[config.mk]
export PLATFORM = sky130hd
export DESIGN_NAME = pn_stack_sequencer
export DESIGN_NICKNAME = d
export VERILOG_FILES = /design/src/rtl/pn_pkg.sv /design/src/rtl/pn_alu.sv /design/src/rtl/pn_stack_sequencer.sv
export SDC_FILE = /design/constraint.sdc
export NUM_CORES = 2
export LEC_CHECK = 0
export ABC_AREA = 1
export CAP_MARGIN = 20
export CORE_AREA = 2 2 370 372
export CTS_CLUSTER_DIAMETER = 60
export DETAILED_ROUTE_END_ITERATION = 6
export DIE_AREA = 0 0 372 374
export GPL_ROUTABILITY_DRIVEN = 0
export PLACE_DENSITY = 0.65
export SYNTH_ARGS = -nofsm -noshare
export SYNTH_HDL_FRONTEND = slang
export SYNTH_HIERARCHICAL = 1
export SYNTH_SLANG_ARGS = --single-unit
[constraint.sdc]
create_clock -name clk -period 12.5 [get_ports clk]
set_input_delay 2.5 -clock clk [delete_from_list [all_inputs] [get_ports clk]]
set_output_delay 2.5 -clock clk [all_outputs]
set_load 0.005 [all_outputs]
[src/rtl/pn_pkg.sv]
// Shared definitions for the Polish Notation stack sequencer: opcodes, FSM states, token layout.
package pn_pkg;

  localparam int unsigned DW_DEFAULT    = 32;
  localparam int unsigned DEPTH_DEFAULT = 16;
  localparam int unsigned OPW           = 3;

  localparam logic [OPW-1:0] OP_ADD = 3'd0;
  localparam logic [OPW-1:0] OP_SUB = 3'd1;
  localparam logic [OPW-1:0] OP_MUL = 3'd2;
  localparam logic [OPW-1:0] OP_ABS = 3'd3;

  typedef enum logic [2:0] {
    ST_IDLE,
    ST_LOAD,
    ST_EVAL,
    ST_DONE,
    ST_ERR
  } state_t;

  typedef struct packed {
    logic           is_op;
    logic [OPW-1:0] val;
  } token_t;

endpackage

[src/rtl/pn_alu.sv]
// Shared combinational ALU; all results wrap mod 2^DW, opcodes above OP_ABS are flagged illegal.
module pn_alu
  import pn_pkg::*;
#(
  parameter int unsigned DW = DW_DEFAULT
) (
  input  logic [OPW-1:0] op,
  input  logic [DW-1:0]  l,
  input  logic [DW-1:0]  r,
  output logic [DW-1:0]  y_c,
  output logic           illegal_c
);

  logic [DW-1:0] sum;

  always_comb begin
    sum       = l + r;
    y_c       = '0;
    illegal_c = 1'b0;
    case (op)
      OP_ADD:  y_c = sum;
      OP_SUB:  y_c = l - r;
      OP_MUL:  y_c = l * r;
      // Negating the most negative value wraps back to itself
      OP_ABS:  y_c = sum[DW-1] ? -sum : sum;
      default: illegal_c = 1'b1;
    endcase
  end

endmodule

[src/rtl/pn_stack_sequencer.sv]
// Buffers one token burst, then evaluates it one token per cycle on an operand stack
// through a single shared ALU, emitting a one-cycle result or error strobe.
module pn_stack_sequencer
  import pn_pkg::*;
#(
  parameter int unsigned DEPTH = DEPTH_DEFAULT,
  parameter int unsigned DW    = DW_DEFAULT
) (
  input  logic           clk,
  input  logic           rst_n,
  input  logic           mode,
  input  logic           operator,
  input  logic [OPW-1:0] in,
  input  logic           in_valid,
  output logic           busy,
  output logic           out_valid,
  output logic           err,
  output logic [DW-1:0]  out
);

  localparam int unsigned CW = $clog2(DEPTH + 1);
  localparam int unsigned AW = $clog2(DEPTH);

  state_t        state_q, state_d;
  logic [CW-1:0] count_q, count_d, pos_q, pos_d, sp_q, sp_d;
  logic          mode_q, mode_d, ovf_q, ovf_d;
  logic          busy_d, out_valid_d, err_d;
  logic [DW-1:0] out_d;

  token_t        tok_buf [DEPTH];
  logic [DW-1:0] stack   [DEPTH];

  logic          tok_we, push_we, bad;
  logic [AW-1:0] tok_widx;
  logic [CW-1:0] push_idx, scan_idx, last_pos;
  logic [DW-1:0] push_val, top_v, nxt_v, alu_l, alu_r, alu_y_c;
  logic          alu_illegal_c;
  token_t        cur_tok;

  // Postfix walks the buffer forward, prefix walks it backward
  assign last_pos = count_q - CW'(1);
  assign scan_idx = mode_q ? pos_q : (last_pos - pos_q);
  assign cur_tok  = tok_buf[AW'(scan_idx)];

  assign top_v = stack[AW'(sp_q - CW'(1))];
  assign nxt_v = stack[AW'(sp_q - CW'(2))];
  assign alu_l = mode_q ? nxt_v : top_v;
  assign alu_r = mode_q ? top_v : nxt_v;

  pn_alu #(.DW(DW)) u_alu (
    .op        (cur_tok.val),
    .l         (alu_l),
    .r         (alu_r),
    .y_c       (alu_y_c),
    .illegal_c (alu_illegal_c)
  );

  // Next-state, datapath strobes and registered-output next values
  always_comb begin
    state_d  = state_q;
    count_d  = count_q;
    pos_d    = pos_q;
    sp_d     = sp_q;
    mode_d   = mode_q;
    ovf_d    = ovf_q;
    tok_we   = 1'b0;
    tok_widx = AW'(count_q);
    push_we  = 1'b0;
    push_idx = sp_q;
    push_val = DW'(cur_tok.val);
    bad      = 1'b0;

    unique case (state_q)
      ST_IDLE: begin
        if (in_valid) begin
          tok_we   = 1'b1;
          tok_widx = '0;
          count_d  = CW'(1);
          mode_d   = mode;
          ovf_d    = 1'b0;
          pos_d    = '0;
          sp_d     = '0;
          state_d  = ST_LOAD;
        end
      end
      ST_LOAD: begin
        if (in_valid) begin
          if (count_q < CW'(DEPTH)) begin
            tok_we  = 1'b1;
            count_d = count_q + CW'(1);
          end else begin
            ovf_d = 1'b1;
          end
        end else begin
          state_d = ovf_q ? ST_ERR : ST_EVAL;
        end
      end
      ST_EVAL: begin
        pos_d = pos_q + CW'(1);
        if (cur_tok.is_op) begin
          if ((sp_q < CW'(2)) || alu_illegal_c) begin
            bad = 1'b1;
          end else begin
            push_we  = 1'b1;
            push_idx = sp_q - CW'(2);
            push_val = alu_y_c;
            sp_d     = sp_q - CW'(1);
          end
        end else begin
          push_we = 1'b1;
          sp_d    = sp_q + CW'(1);
        end
        if (bad) begin
          state_d = ST_ERR;
        end else if (pos_q == last_pos) begin
          state_d = (sp_d == CW'(1)) ? ST_DONE : ST_ERR;
        end
      end
      ST_DONE, ST_ERR: begin
        state_d = ST_IDLE;
        count_d = '0;
        pos_d   = '0;
        sp_d    = '0;
      end
      default: state_d = ST_IDLE;
    endcase

    busy_d      = (state_d == ST_EVAL) || (state_d == ST_DONE) || (state_d == ST_ERR);
    out_valid_d = (state_d == ST_DONE) || (state_d == ST_ERR);
    err_d       = (state_d == ST_ERR);
    // Entering DONE means the final push landed at stack[0]
    out_d       = (state_d == ST_DONE) ? push_val : '0;
  end

  always_ff @(posedge clk or negedge rst_n) begin
    if (!rst_n) begin
      state_q   <= ST_IDLE;
      count_q   <= '0;
      pos_q     <= '0;
      sp_q      <= '0;
      mode_q    <= 1'b0;
      ovf_q     <= 1'b0;
      busy      <= 1'b0;
      out_valid <= 1'b0;
      err       <= 1'b0;
      out       <= '0;
    end else begin
      state_q   <= state_d;
      count_q   <= count_d;
      pos_q     <= pos_d;
      sp_q      <= sp_d;
      mode_q    <= mode_d;
      ovf_q     <= ovf_d;
      busy      <= busy_d;
      out_valid <= out_valid_d;
      err       <= err_d;
      out       <= out_d;
    end
  end

  // Token buffer and operand stack storage
  always_ff @(posedge clk) begin
    if (tok_we) begin
      tok_buf[tok_widx] <= '{is_op: operator, val: in};
    end
    if (push_we) begin
      stack[AW'(push_idx)] <= push_val;
    end
  end

endmodule

== Word-level counts from Yosys, hierarchy flattened ==
Memories as Yosys holds them, arrays and structs flattened.
Index checks and enable logic that the tools add are counted.

* Memories kept: 2
* Input port bits: 8
* Bits in registers: 55
* Logic and storage cells: 106
* Memory bits (writable): 576
* Output and inout bits: 35

* Equal/unequal tests: 16
* Multiplexer cells: 50
* Reduce and logical (&&, ||, !) cells: 15
* Magnitude comparators: 2
* Add/subtract/negate cells: 10
* $mul: 1

{| class="wikitable"
|+ Memories
! memory !! depth !! width !! rd ports !! clocked after memory_dff !! wr ports !! line !! RTL
|-
| stack || 16 || 32 || 2 || 0 || 1 || pn_stack_sequencer.sv:31 || <nowiki>logic [DW-1:0] stack [DEPTH];</nowiki>
|-
| tok_buf || 16 || 4 || 1 || 0 || 1 || pn_stack_sequencer.sv:30 || <nowiki>token_t tok_buf [DEPTH];</nowiki>
|}

{| class="wikitable"
|+ Operators by type and width
! kind !! number
|-
| 2-to-1 mux 32 bit || 7
|-
| one-hot mux 32 bit (4 select lines) || 1
|-
| one-hot mux 5 bit (3 select lines) || 3
|-
| 2-to-1 mux 5 bit || 7
|-
| adder 32 bit || 1
|-
| multiplier 32 x 32 -> 32 bit || 1
|-
| negation 32 bit || 1
|-
| subtractor 32 bit || 1
|-
| 2-to-1 mux 4 bit || 6
|-
| == test 3 x 2 -> 1 bit, second input constant || 6
|-
| 2-to-1 mux 3 bit || 6
|-
| 2-to-1 mux 1 bit || 17
|-
| adder 5 x 1 -> 5 bit, second input constant || 3
|-
| subtractor 5 x 1 -> 5 bit, second input constant || 2
|-
| one-hot mux 3 bit (3 select lines) || 1
|-
| inequality test 2 bit, second input constant || 4
|-
| AND reduction 4 bit || 2
|-
| == test 3 x 1 -> 1 bit, second input constant || 2
|-
| == test 3 bit, second input constant || 2
|-
| zero test 3 bit || 2
|-
| nonzero test 3 bit || 2
|-
| == test 5 x 1 -> 1 bit, second input constant || 1
|-
| == test 5 bit || 1
|-
| less-than comparator 5 x 2 -> 1 bit, second input constant || 1
|-
| 9 further kinds || 14
|}

== Logic depth before layout (Yosys ltp) ==
An unclocked memory read counts as a cell.

* Depth after elaboration: 19
* Gate-level depth with buffers: 50
* Depth with buffers taken out: 42

== Cells and area by module ==
The synthesis kept the hierarchy.

{| class="wikitable"
|+ Modules (own cells, without submodules)
! module !! sequential area each (µm²) !! area an instance (µm²) !! cells an instance !! instances
|-
| pn_stack_sequencer || 18672.9 || 30986.0 || 3190 || 1
|-
| pn_alu || 0.0 || 22799.4 || 3451 || 1
|}

== Worst setup path after synthesis ==
No wires, ideal clock.

* Kind: flip-flop to flip-flop
* Start: register sp_q[0]
* End: memory stack[0][26] (netlist name), data pin
* Period minus slack after synthesis: 9.770 ns
* Required time: 12.207 ns
* Library setup time: 0.293 ns
* Stages on the path, launching flop included: 46
* Buffers on the path: 8
* Arrival time: 9.477 ns
* Path slack: 2.730 ns
* Path through: dfrtp_1 > buf_2 > inv_2 > buf_2 > clkbuf_1 > clkbuf_1 > ha_1 > inv_2 > clkbuf_1 > clkbuf_1 > o211ai_1 > nand3_1 > o211ai_1 > nand2_1 > inv_1 > o21ai_0 > clkbuf_1 > buf_1 > (+10 left out) > fa_1 > inv_1 > fa_1 > fa_1 > ha_1 > nand2_1 > nor4_1 > nand4_1 > nand3_1 > nand2_1 > nand2_1 > a21oi_1 > o21ai_0 > o21ai_0 > nor2_1 > nand2_1 > nand2_1 > inv_1

* Longest elaborated chain between the ends: 10
* Elaborated cells on any way between the ends: 16
* Classes of those cells: add/sub: 5; mul: 1; order compare: 1; mux: 7; reduce/logical: 1; memory: 1

{| class="wikitable"
|+ RTL lines
! element !! line !! RTL
|-
| start, declared || pn_stack_sequencer.sv:25 || <nowiki>logic [CW-1:0] count_q, count_d, pos_q, pos_d, sp_q, sp_d;</nowiki>
|-
| start signal, assigned || pn_stack_sequencer.sv:151 || <nowiki>sp_q <= sp_d;</nowiki>
|-
| subtractor 5 x 1 -> 5 bit or subtractor 4 x 2 -> 4 bit (tied branches) || n/a ||
|-
| memory (16 x 32 bit) (*) || n/a ||
|-
| 2-to-1 mux 32 bit (*) || pn_stack_sequencer.sv:47 || <nowiki>assign alu_l = mode_q ? nxt_v : top_v;</nowiki>
|-
| net alu_l[12] || pn_stack_sequencer.sv:36 || <nowiki>logic [DW-1:0] push_val, top_v, nxt_v, alu_l, alu_r, alu_y_c;</nowiki>
|-
| adder 32 bit || pn_alu.sv:17 || <nowiki>sum = l + r;</nowiki>
|-
| negation 32 bit || pn_alu.sv:25 || <nowiki>OP_ABS: y_c = sum[DW-1] ? -sum : sum;</nowiki>
|-
| 2-to-1 mux 32 bit || pn_alu.sv:25 ||
|-
| one-hot mux 32 bit (4 select lines) (*) || pn_alu.sv:20 || <nowiki>case (op)</nowiki>
|-
| net alu_y_c[26] || pn_stack_sequencer.sv:36 ||
|-
| 2-to-1 mux 32 bit (*) || pn_stack_sequencer.sv:101 || <nowiki>if ((sp_q < CW'(2)) || alu_illegal_c) begin</nowiki>
|-
| 2-to-1 mux 32 bit (*) || pn_stack_sequencer.sv:100 || <nowiki>if (cur_tok.is_op) begin</nowiki>
|-
| 2-to-1 mux 32 bit (*) || pn_stack_sequencer.sv:73 || <nowiki>unique case (state_q)</nowiki>
|-
| net push_val[26] || pn_stack_sequencer.sv:36 ||
|-
| end, declared || pn_stack_sequencer.sv:31 ||
|}

Mark *: on every way through the listed nets, which the timed path passes. The rest lies on a longest branch.

== Final worst setup path ==
* Start: register sp_q[0]
* End: memory stack[14][31] (netlist name), data pin

* Longest elaborated chain between the ends: 10
* Elaborated cells on any way between the ends: 16
* Classes of those cells: add/sub: 5; mul: 1; order compare: 1; mux: 7; reduce/logical: 1; memory: 1

{| class="wikitable"
|+ RTL lines
! element !! line !! RTL
|-
| subtractor 5 x 1 -> 5 bit or subtractor 4 x 2 -> 4 bit (tied branches) || n/a ||
|-
| memory (16 x 32 bit) (*) || n/a ||
|-
| 2-to-1 mux 32 bit (*) || pn_stack_sequencer.sv:48 || <nowiki>assign alu_r = mode_q ? top_v : nxt_v;</nowiki>
|-
| net alu_r[13] || pn_stack_sequencer.sv:36 ||
|-
| adder 32 bit || pn_alu.sv:17 ||
|-
| negation 32 bit || pn_alu.sv:25 ||
|-
| 2-to-1 mux 32 bit || pn_alu.sv:25 ||
|-
| one-hot mux 32 bit (4 select lines) (*) || pn_alu.sv:20 ||
|-
| net alu_y_c[31] || pn_stack_sequencer.sv:36 ||
|-
| 2-to-1 mux 32 bit (*) || pn_stack_sequencer.sv:101 ||
|-
| 2-to-1 mux 32 bit (*) || pn_stack_sequencer.sv:100 ||
|-
| 2-to-1 mux 32 bit (*) || pn_stack_sequencer.sv:73 ||
|-
| net push_val[31] || pn_stack_sequencer.sv:36 ||
|}

Marked as above.

==> out/results.ini <==
[run_status]
status = complete, no violations

[logic_synthesis]
synth-edff-count = 576
yosys_most_used_dff = edfxtp_1
ys_seq_area_share_pct = 34.7
synth_fp_nets = 7256
ys_types = 63
syn_area_per_cell_um2 = 8.10
synthArstFlopShare_pct = 8.72
ys_ff_latch = 631
yosysWarnings = 6
synthCells = 6641
synthesis.area_um2 = 53800

[clock_tree]
clk_path_buf_depth = 3
cts_tree = yes
htreeDepth = 2
post_cts_resized = 0
cts_made_buffers = 61
postCtsHoldBufs = 0
cts.clk_slew.worst_paths_ps = 70
cts_root_buf = clkbuf_16
clk_latency_ps = 660
post_cts_buffers = 0
clkSinkCount = 631

[hold_path]
hold_class = reg -> reg

[sta]
grt_setup_unrepaired = false
finalCritPeriodShare_pct = 92.3
finalClockSkew_ps = 29.9
max_freq_mhz = 86.6
slew_headroom_pct = 21.4
setup_viol = 0
setup-tns-final_ps = 0
fin_crit_ps = 11540
finalHoldViolCount = 0
tightest_slew_ps = 1170
slew_violations = 0

[floorplan]
ios = 43
dieArea_um2 = 139000
die_w_um = 372
start_util_pct = 39.9
rows = 135
core_um2 = 135000
fp.dieH_um = 374

[detailed_routing]
drc = 0
via_per_inst = 5.56
drt_iter0_drc = 5859
first_pass_iters = 6
wl_per_cell_um = 20.8
postRouteWirelength_mm = 173
vias = 46400
ant_nets = 0

[global_route]
antenna_found_initial = 5
grt_pass1_wl_mm = 262
overflow = 0
grt_pass1_vias = 44000
grt_max_degree = 245
grtUsageTotal_pct = 24.5

[finish]
fin_nets = 7120
fillCellCount = 13100
regArea_um2 = 18700
area_delta_synth_final_pct = 8.53
multi_input_area_um2 = 29000
drive_gt1_share_pct = 6.33

[critical_path]
crit_path_top_delay_cell = o21ai_2
path_buf_inv = 9
path_delay_family = adder cells
cp.arrival_ps = 11940
end_kind = flip-flop
cp_max_fo = 114
critPathLaunchType = flip-flop
cp_data_required_time_ps = 12900
crit_type = reg -> reg
slowest_delay_ps = 810
crit_top_cell = fa_1

[placement]
hpwl_mm = 120
portBuffers = 42

[run]
drv_cap = 0

[worst paths after layout]
path	startpoint	to	slack, ps	depth (start not counted)
max in group asynchronous	rst_n	mode_q	9930	2
setup / recovery	sp_q[0]	stack[14][31]	960	33
hold reg to reg	ovf_q	ovf_q	550	2
setup reg to reg	sp_q[0]	stack[14][31]	960	33
min in group asynchronous	rst_n	count_q[2]	1990	2
hold / removal	ovf_q	ovf_q	550	2
[tightest hold or removal path, stage by stage (launching register included)]
cell and delay (ps):
dfrtp_1 400, inv_1 60, a21oi_1 60
[registers in the layout (all words and copies together) (netlist names)]
register	count
busy	1
count_q	5
err	1
mode_q	1
out	32
out_valid	1
ovf_q	1
pos_q	5
sp_q	5
stack	512
state_q	3
tok_buf	64
[cells in the mapped netlist (all sizes together) (2+ instances only)]
master	number	share of area [%]
a211oi	3	0.042
a21boi	3	0.042
a21o	9	0.13
a21oi	335	3.1
a221oi	7	0.11
a31oi	14	0.16
and2	4	0.047
and3	2	0.023
buf	80	0.86
clkbuf	296	2.1
clkinv	5	0.035
dfrtp	55	2.6
edfxtp	576	32
fa	411	15
ha	196	4.6
inv	1268	8.9
nand2	1313	9.3
nand3	295	2.9
nand3b	12	0.17
nand4	49	0.57
nor2	522	3.9
nor3	34	0.33
nor3b	4	0.056
nor4	3	0.035
o211ai	125	1.8
o21a	6	0.084
o21ai	756	7.1
o21bai	11	0.15
o221ai	53	0.86
o22ai	101	1.2
or2	12	0.14
xnor2	28	0.46
xor2	46	0.80
[routing by layer]
| metal | part of all wire (%) | GRT usage [%] |
|---|---|---|
| met5 | 0.020 | 0 |
| met4 | 5.5 | 11.9 |
| met3 | 9.1 | 4.04 |
| met2 | 46 | 39.3 |
| met1 | 40 | 32.0 |
[stage by stage]
step | hold WS (ps) | setup slack, ps | utilization, % | instance area, µm² | std cells
after global routing | 582 | 452 | 43.2 | 58400 | 8337
after CTS | 547 | 1080 | 43.2 | 58300 | 8334
final | 551 | 957 | 43.3 | 58400 | 8339
after floorplan | 512 | 2730 | - | 53800 | 6641
after global placement | 534 | 1210 | 41.7 | 56300 | 8220
after detailed placement | 537 | 1130 | 41.7 | 56300 | 8220
[layout by cell type, fill, tap and decap left out, types with 101 or more instances in the layout]
cell,count
a21oi_1,333
o22ai_1,101
nor2_1,458
inv_1,1246
nand3_1,285
fa_1,411
o21ai_0,691
buf_4,126
ha_1,194
o211ai_1,124
edfxtp_1,576
nand2_1,1294
[area by class of cell]
type	instances	area share (%)
Inverter	1273	8.23
Multi-Input combinational cell	4361	49.8
Tap cell	1781	3.82
Clock inverter	44	0.712
Timing Repair Buffer	177	2.64
Clock buffer	70	2.82
Antenna cell	2	0.00857
Sequential cell	631	32.0
[kinds of logic (layout without fill, tap and decap cells)]
logic type	count (synthesis)	count (layout)	synth area share, %
other	0	2	0
AOI/OAI and AO/OA	1430	1430	14.9
and+or+nand+nor	2250	2250	17.5
DFF	631	631	34.7
xor gates and xnor gates	74	74	1.25
buffers and inverters	1649	1564	11.8
adders and majority gates	607	607	19.9
Power is left out: the tool's default activity adds up to more than one toggle a clock period on the data nets, which glitch-free logic cannot reach.
